[config.mk]
export PLATFORM = sky130hd
export DESIGN_NAME = agp_mem_ctrl
export DESIGN_NICKNAME = d
export VERILOG_FILES = /design/src/rtl/agp_mem_pkg.sv /design/src/rtl/agp_byte_lane.sv /design/src/rtl/agp_mem_ctrl.sv
export SDC_FILE = /design/constraint.sdc
export NUM_CORES = 1
export LEC_CHECK = 0
export CORE_AREA = 2 2 140 142
export CTS_CLUSTER_DIAMETER = 80
export DETAILED_ROUTE_END_ITERATION = 8
export DIE_AREA = 0 0 142 144
export DONT_BUFFER_PORTS = 1
export PLACE_DENSITY = 0.58
export SLEW_MARGIN = 20
export SYNTH_ARGS = -nofsm -noshare
export SYNTH_HDL_FRONTEND = slang
export SYNTH_HIERARCHICAL = 1
export SYNTH_SLANG_ARGS = --single-unit
[constraint.sdc]
create_clock -name clk -period 2.3 [get_ports clk]
set_input_delay 0.345 -clock clk [delete_from_list [all_inputs] [get_ports clk]]
set_output_delay 0.345 -clock clk [all_outputs]
set_load 0.005 [all_outputs]
[src/rtl/agp_mem_pkg.sv]
// agp_mem_pkg: shared encodings and helpers for the agp memory-stage controller.
package agp_mem_pkg;

    // Request opcode carried on req_op
    typedef enum logic [2:0] {
        OpNone   = 3'd0,
        OpLoadW  = 3'd1,
        OpLoadB  = 3'd2,
        OpStoreW = 3'd3,
        OpStoreB = 3'd4,
        OpAcc    = 3'd5,
        OpIntr   = 3'd6
    } mem_op_t;

    // Command driven onto the data-memory bus
    typedef enum logic [2:0] {
        CmdNone      = 3'd0,
        CmdSync      = 3'd1,
        CmdRead      = 3'd2,
        CmdWrite     = 3'd3,
        CmdInterrupt = 3'd4
    } mem_cmd_t;

    // Controller FSM states
    typedef enum logic [2:0] {
        StIdle     = 3'd0,
        StMemWait  = 3'd1,
        StAccWait  = 3'd2,
        StInit     = 3'd3,
        StIntrWait = 3'd4,
        StError    = 3'd5
    } ctrl_state_t;

    localparam mem_cmd_t CMD_NONE = CmdNone;

    // Width of the byte-lane index within a data word
    function automatic int unsigned lane_w(input int unsigned data_w);
        return $clog2(data_w / 8);
    endfunction

endpackage

[src/rtl/agp_byte_lane.sv]
// agp_byte_lane: byte extraction for LOAD_B and strobe/replication for STORE_B.
module agp_byte_lane
    import agp_mem_pkg::*;
#(
    parameter int unsigned DATA_W = 32
) (
    input  logic [lane_w(DATA_W)-1:0] load_lane,
    input  logic [DATA_W-1:0]         rdata,
    output logic [DATA_W-1:0]         load_data,
    input  logic [lane_w(DATA_W)-1:0] store_lane,
    input  logic [7:0]                store_byte,
    output logic [DATA_W/8-1:0]       store_strb,
    output logic [DATA_W-1:0]         store_data
);

    // Selected byte of the read word, zero-extended; one-hot strobe for the store lane
    always_comb begin
        load_data             = '0;
        load_data[7:0]        = rdata[load_lane*8 +: 8];
        store_strb            = '0;
        store_strb[store_lane] = 1'b1;
    end

    // Store byte is replicated so the strobed lane carries it regardless of position
    assign store_data = {(DATA_W/8){store_byte}};

endmodule

[src/rtl/agp_mem_ctrl.sv]
// agp_mem_ctrl: MEM-stage controller sequencing memory, accelerators and interrupts.
// Optional watchdog on the wait states is built when AGP_MEM_TIMEOUT_EN is defined.
module agp_mem_ctrl
    import agp_mem_pkg::*;
#(
    parameter int unsigned DATA_W  = 32,
    parameter int unsigned ADDR_W  = 32,
    parameter int unsigned NUM_ACC = 2,
    parameter int unsigned TIMEOUT = 255
) (
    input  logic                      clk,
    input  logic                      rst,
    input  logic                      req_valid,
    output logic                      req_ready,
    input  logic [2:0]                req_op,
    input  logic [ADDR_W-1:0]         req_addr,
    input  logic [DATA_W-1:0]         req_wdata,
    input  logic [2:0]                req_acc_sel,
    output logic                      resp_valid,
    output logic [DATA_W-1:0]         resp_data,
    input  logic                      mem_start_ready,
    input  logic                      mem_ready,
    input  logic [1:0]                mem_error,
    input  logic [DATA_W-1:0]         data_rdata,
    output logic [2:0]                command,
    output logic [ADDR_W-1:0]         data_addr,
    output logic [DATA_W-1:0]         data_wdata,
    output logic [DATA_W/8-1:0]       data_wstrb,
    output logic [DATA_W-1:0]         acc_arg,
    output logic [NUM_ACC-1:0]        acc_arg_valid,
    input  logic [NUM_ACC*DATA_W-1:0] acc_res,
    input  logic [NUM_ACC-1:0]        acc_res_ready,
    output logic                      interrupt_req,
    input  logic                      interrupt_ack,
    output logic                      fault
);

    localparam int unsigned L = lane_w(DATA_W);

    ctrl_state_t         state_q, state_d;
    mem_cmd_t            cmd_q, cmd_d;
    mem_op_t             op_q, op_d;
    logic [2:0]          sel_q, sel_d;
    logic [ADDR_W-1:0]   addr_q, addr_d;
    logic [DATA_W-1:0]   wdata_q, wdata_d;
    logic [DATA_W/8-1:0] wstrb_q, wstrb_d;
    logic [DATA_W-1:0]   acc_arg_q, acc_arg_d;
    logic [NUM_ACC-1:0]  acc_vld_q, acc_vld_d;
    logic                intr_q, intr_d;
    logic                resp_valid_q, resp_valid_d;
    logic [DATA_W-1:0]   resp_data_q, resp_data_d;
    logic                fault_q, fault_d;

    logic                go_err;
    logic                sel_rdy;
    logic [DATA_W-1:0]   sel_res;
    logic [DATA_W-1:0]   ld_byte;
    logic [DATA_W/8-1:0] st_strb;
    logic [DATA_W-1:0]   st_data;

`ifdef AGP_MEM_TIMEOUT_EN
    localparam int unsigned WD_W = $clog2(TIMEOUT + 2);
    logic [WD_W-1:0] wd_q, wd_d;
`endif

    agp_byte_lane #(
        .DATA_W(DATA_W)
    ) u_byte_lane (
        .load_lane (addr_q[L-1:0]),
        .rdata     (data_rdata),
        .load_data (ld_byte),
        .store_lane(req_addr[L-1:0]),
        .store_byte(req_wdata[7:0]),
        .store_strb(st_strb),
        .store_data(st_data)
    );

    // Result and ready of the accelerator channel latched at acceptance
    always_comb begin
        sel_rdy = 1'b0;
        sel_res = '0;
        for (int unsigned k = 0; k < NUM_ACC; k++) begin
            if (32'(sel_q) == k) begin
                sel_rdy = acc_res_ready[k];
                sel_res = acc_res[k*DATA_W +: DATA_W];
            end
        end
    end

    // Next-state and registered-output logic; mem_error overrides everything outside INIT
    always_comb begin
        state_d      = state_q;
        cmd_d        = CMD_NONE;
        op_d         = op_q;
        sel_d        = sel_q;
        addr_d       = addr_q;
        wdata_d      = wdata_q;
        wstrb_d      = wstrb_q;
        acc_arg_d    = acc_arg_q;
        acc_vld_d    = '0;
        intr_d       = intr_q;
        resp_valid_d = 1'b0;
        resp_data_d  = resp_data_q;
        fault_d      = fault_q;
        go_err       = 1'b0;

        unique case (state_q)
            StInit: begin
                if (mem_start_ready) begin
                    cmd_d   = CmdSync;
                    op_d    = OpNone;  // OpNone in MEM_WAIT marks the silent SYNC
                    state_d = StMemWait;
                end
            end
            StIdle: begin
                if (req_valid && req_ready) begin
                    sel_d = req_acc_sel;
                    op_d  = OpNone;
                    case (req_op)
                        OpLoadW, OpLoadB: begin
                            op_d    = (req_op == OpLoadW) ? OpLoadW : OpLoadB;
                            cmd_d   = CmdRead;
                            addr_d  = req_addr;
                            state_d = StMemWait;
                        end
                        OpStoreW: begin
                            op_d    = OpStoreW;
                            cmd_d   = CmdWrite;
                            addr_d  = req_addr;
                            wdata_d = req_wdata;
                            wstrb_d = '1;
                            state_d = StMemWait;
                        end
                        OpStoreB: begin
                            op_d    = OpStoreB;
                            cmd_d   = CmdWrite;
                            addr_d  = req_addr;
                            wdata_d = st_data;
                            wstrb_d = st_strb;
                            state_d = StMemWait;
                        end
                        OpAcc: begin
                            op_d      = OpAcc;
                            acc_arg_d = req_wdata;
                            for (int unsigned k = 0; k < NUM_ACC; k++) begin
                                acc_vld_d[k] = (32'(req_acc_sel) == k);
                            end
                            state_d   = StAccWait;
                        end
                        OpIntr: begin
                            op_d    = OpIntr;
                            cmd_d   = CmdInterrupt;
                            addr_d  = '0;
                            state_d = StMemWait;
                        end
                        default: resp_valid_d = 1'b1;
                    endcase
                end
            end
            StMemWait: begin
                if (mem_ready && cmd_q == CMD_NONE) begin
                    if (op_q == OpIntr) begin
                        intr_d  = 1'b1;
                        state_d = StIntrWait;
                    end else begin
                        state_d      = StIdle;
                        resp_valid_d = (op_q != OpNone);
                        if (op_q == OpLoadW) resp_data_d = data_rdata;
                        if (op_q == OpLoadB) resp_data_d = ld_byte;
                    end
                end
            end
            StAccWait: begin
                // acc_vld_q nonzero marks the pulse cycle, whose ready is ignored
                if (acc_vld_q == '0) begin
                    if (32'(sel_q) >= NUM_ACC) begin
                        resp_data_d  = '0;
                        resp_valid_d = 1'b1;
                        state_d      = StIdle;
                    end else if (sel_rdy) begin
                        resp_data_d  = sel_res;
                        resp_valid_d = 1'b1;
                        state_d      = StIdle;
                    end
                end
            end
            StIntrWait: begin
                if (interrupt_ack) begin
                    intr_d       = 1'b0;
                    resp_valid_d = 1'b1;
                    state_d      = StIdle;
                end
            end
            StError: state_d = StError;
            default: go_err = 1'b1;
        endcase

`ifdef AGP_MEM_TIMEOUT_EN
        wd_d = '0;
        if (state_d == state_q && state_q inside {StMemWait, StAccWait, StIntrWait}) begin
            wd_d = wd_q + 1'b1;
            if (TIMEOUT != 0 && 32'(wd_q) + 32'd1 >= TIMEOUT) go_err = 1'b1;
        end
`endif

        if (state_q != StInit && mem_error != 2'd0) go_err = 1'b1;

        if (go_err) begin
            state_d      = StError;
            cmd_d        = CMD_NONE;
            acc_vld_d    = '0;
            intr_d       = 1'b0;
            resp_valid_d = 1'b0;
            fault_d      = 1'b1;
        end
    end

    // State and output registers with synchronous reset
    always_ff @(posedge clk) begin
        if (rst) begin
            state_q      <= StInit;
            cmd_q        <= CMD_NONE;
            op_q         <= OpNone;
            sel_q        <= '0;
            addr_q       <= '1;
            wdata_q      <= '0;
            wstrb_q      <= '0;
            acc_arg_q    <= '0;
            acc_vld_q    <= '0;
            intr_q       <= 1'b0;
            resp_valid_q <= 1'b0;
            resp_data_q  <= '0;
            fault_q      <= 1'b0;
        end else begin
            state_q      <= state_d;
            cmd_q        <= cmd_d;
            op_q         <= op_d;
            sel_q        <= sel_d;
            addr_q       <= addr_d;
            wdata_q      <= wdata_d;
            wstrb_q      <= wstrb_d;
            acc_arg_q    <= acc_arg_d;
            acc_vld_q    <= acc_vld_d;
            intr_q       <= intr_d;
            resp_valid_q <= resp_valid_d;
            resp_data_q  <= resp_data_d;
            fault_q      <= fault_d;
        end
    end

`ifdef AGP_MEM_TIMEOUT_EN
    // Wait-state watchdog counter
    always_ff @(posedge clk) begin
        if (rst) wd_q <= '0;
        else     wd_q <= wd_d;
    end
`endif

    assign req_ready     = (state_q == StIdle) && mem_ready;
    assign resp_valid    = resp_valid_q;
    assign resp_data     = resp_data_q;
    assign command       = cmd_q;
    assign data_addr     = addr_q;
    assign data_wdata    = wdata_q;
    assign data_wstrb    = wstrb_q;
    assign acc_arg       = acc_arg_q;
    assign acc_arg_valid = acc_vld_q;
    assign interrupt_req = intr_q;
    assign fault         = fault_q;

endmodule

==> flow_metrics.py <==
metrics = {
    "status": {
        "status": "finished clean",
    },
    "routing": {
        "postRouteWirelength_microns": 21500,
        "drt_iter0_markers": 316,
        "wl_per_cell_microns": 20.6,
        "vias": 5692,
        "firstDrtPassIters": 4,
        "final_antenna_net_count": 0,
        "viasPerCell": 5.45,
        "drc_errors": 0,
    },
    "timing": {
        "hold_violations": 0,
        "fin_crit_sh_pct": 93.3,
        "finalCriticalPeriod_ns": 2.15,
        "setup_viol": 0,
        "timing.fmax_mhz": 466,
        "tightest_slew_ns": 0.543,
        "skew_ns": 0.00807,
        "max_slew_margin_pct": 62.9,
        "drv_slew": 0,
        "rsz0062_at_grt": "false",
        "fin_hold_ws_ns": 0.0292,
        "fin_tns_setup_ns": 0,
    },
    "floorplanning": {
        "die_h_microns": 144,
        "start_util_pct": 39.1,
        "die_area_sq_um": 20400,
        "core_area_sq_um": 19100,
        "row_count": 51,
        "chipWidth_microns": 142,
        "boundaryPins": 317,
    },
    "logic_synthesis": {
        "synth_most_common_cell": "dfxtp_1",
        "netlist_top_cells_count": "149 x dfxtp_1, 118 x nor2_1, 110 x nand2_1",
        "yosysUniqueCellTypes": 57,
        "avgSynthCellArea_sq_um": 8.73,
        "synth_edf_count": 0,
        "synth_area_sq_um": 7460,
        "syn_inst": 855,
        "yosys-top-cells-area": "dfxtp_1 40%, mux2i_1 13%, nor2_1 5.9%, buf_4 5.6%, nand2_1 5.5%",
        "ys_seq_area_share_pct": 40.0,
        "ys.flop_type": "dfxtp_1",
        "yosysTopAreaCell": "dfxtp_1",
        "synth_top_area_share_pct": 40.0,
        "synth_warnings": 6,
        "async_flop_share_pct": 0,
        "ys_seq_elements": 149,
    },
    "worst_setup_path": {
        "ff2ff_setup_slack_ns": 0.15,
        "cp-end-kind": "flip-flop",
        "worstPathArrival_ns": 2.44,
        "reg2reg_depth": 6,
        "cp_data_required_time_ns": 2.59,
        "critical_path_class": "flip-flop to flip-flop",
        "start_kind": "flip-flop",
        "path_max_fanout": 65,
    },
    "clock_network": {
        "cts.sinks": 149,
        "clkLatencyLatePin_ns": 0.41,
        "post_cts_buffers": 0,
        "root_buffer": "clkbuf_16",
        "cts.reportedPaths.clkPinSlew_ns": 0.07,
        "cts_buffers": 17,
        "cts-root-to-sink-buffers": 2,
        "cts_tree": "yes",
        "htreeDepth": 4,
    },
    "global_route": {
        "first_global_vias": 5344,
        "grt_pass1_wl_microns": 31300,
        "track_usage_pct": 20.0,
        "grt_overflow_total": 0,
        "antenna_found_initial": 0,
        "grt_max_degree": 66,
    },
    "pwr": {
        "max-vdd-ir-drop_v": 0.000499,
        "p_per_area_nw_per_um2": 746,
        "p_leak_nw": 2.70,
    },
    "place": {
        "gp_congestion": 0.804,
        "hpwl_microns": 14700,
        "portBuffers": 0,
    },
    "hold_path": {
        "holdPathStages": 1,
        "hold_path_class": "input port to flip-flop",
    },
    "final_layout": {
        "finalNetCount": 969,
        "final_layout_size_suffix_gt1_share_pct": 10.0,
        "antenna_cells": 0,
        "fill_cells": 1894,
        "area_growth_pct": 7.91,
    },
    "flow_run": {
        "cap_violations": 0,
    },
}
[metal layers]
layer / wire (microns) / global-route usage (%) / up-vias / part of all wire, %
met2: 10300 / 33.4 / 233 / 48
li1: - / - / 2836 / -
met1: 8830 / 24.1 / 2607 / 41
met5: 0 / 0 / - / 0
met4: 274 / 5.37 / 0 / 1.3
met3: 2170 / 8.01 / 16 / 10
[cell type report]
| class | instances | area, sq um | share of cell area (%) |
|---|---|---|---|
| Timing Repair Buffer | 29 | 364 | 4.52 |
| Sequential cell | 149 | 2980 | 37.0 |
| Tap cell | 238 | 298 | 3.70 |
| Clock inverter | 14 | 141 | 1.76 |
| Clock buffer | 18 | 439 | 5.45 |
| Multi-Input combinational cell | 594 | 3820 | 47.5 |
| Inverter | 2 | 7.51 | 0.0932 |
[power by group]
part           internal, mW  switching [mW]
registers              2.63          0.0640
logic                 0.255           0.316
clock network          1.55            1.19
[kinds of logic (layout without fill, tap and decap cells)]
group | count (synthesis) | count (layout) | synth area share, %
and+or+nand+nor | 266 | 266 | 15.0
AOI/OAI and AO/OA | 195 | 195 | 18.7
DFF | 149 | 149 | 40.0
buffers and inverters | 135 | 63 | 10.4
muxes | 106 | 106 | 15.6
xor gates and xnor gates | 2 | 2 | 0.235
adders and majority gates | 1 | 1 | 0.134
other | 1 | 24 | 0.0502
[worst max-delay path, stage by stage, from the launching register on]
cell and delay (ns):
dfxtp_1 0.63, or3b_2 0.52, buf_12 0.20, a221oi_1 0.36, a21oi_1 0.09, mux2i_1 0.15, nor2_1 0.05
[layout by cell type (no fill, tap or decap), types with 2 or more instances in the layout]
cell / instances
nand2b_1: 3
a311oi_1: 2
a211o_1: 33
o22ai_1: 4
dfxtp_1: 149
clkinv_2: 2
conb_1: 24
dlygate4sd3_1: 2
clkinvlp_4: 2
buf_12: 11
nor2_1: 118
nor3b_2: 2
or3_1: 2
inv_8: 3
a31oi_1: 2
buf_4: 15
and2_1: 3
nor3_2: 3
clkbuf_16: 17
clkinv_4: 3
nor2b_1: 4
inv_1: 2
a211oi_1: 35
mux2i_1: 98
inv_6: 3
mux4_2: 8
a32oi_1: 3
and3_1: 3
a21oi_1: 71
nor3_1: 4
a221oi_1: 32
nand2_1: 109
nand3_1: 2
[metrics by stage]
| stage | util, % | area (sq um) | cells | worst slack (ns) | total power, mW |
|---|---|---|---|---|---|
| after floorplan | - | 7550 | 878 | 0.355 | 3.26 |
| after global placement | 38.7 | 7390 | 1007 | 0.174 | 3.27 |
| after detailed placement | 38.7 | 7390 | 1007 | 0.128 | 3.27 |
| after CTS | 42.2 | 8050 | 1044 | 0.110 | 6.09 |
| after global routing | 42.2 | 8060 | 1044 | 0.0250 | 6.28 |
| final | 42.2 | 8060 | 1044 | 0.154 | 6.01 |
[registers in the layout, summed over array words and instances, names as in the netlist, 2 cells and up]
name and cells:
acc_arg 32, resp_data 32, data_wstrb 4, command 3, op_q 3, state_q 3
data_addr 32, acc_arg_valid 2, data_wdata 32, sel_q 3
[what timing repair did]
| action | CTS | global route |
|---|---|---|
| endpoints found under the setup margin | 0 | 8 |
| resized for setup | 0 | 1 |
| hold buffers | 5 | 0 |
| endpoints found under the hold margin | 38 | 0 |
[path summary, 6_finish.rpt]
check                                              start                    endpoint
worst max-delay path             state_q[1]$_SDFFE_PP1P_  resp_data[30]$_SDFFE_PP0P_
worst min register to register  acc_arg[17]$_SDFFE_PP0P_    acc_arg[17]$_SDFFE_PP0P_
worst min-delay path                                 rst  data_addr[22]$_SDFFE_PP1P_
worst max register to register   state_q[1]$_SDFFE_PP1P_  resp_data[30]$_SDFFE_PP0P_
No activity file was read; power rests on OpenSTA's default activity.
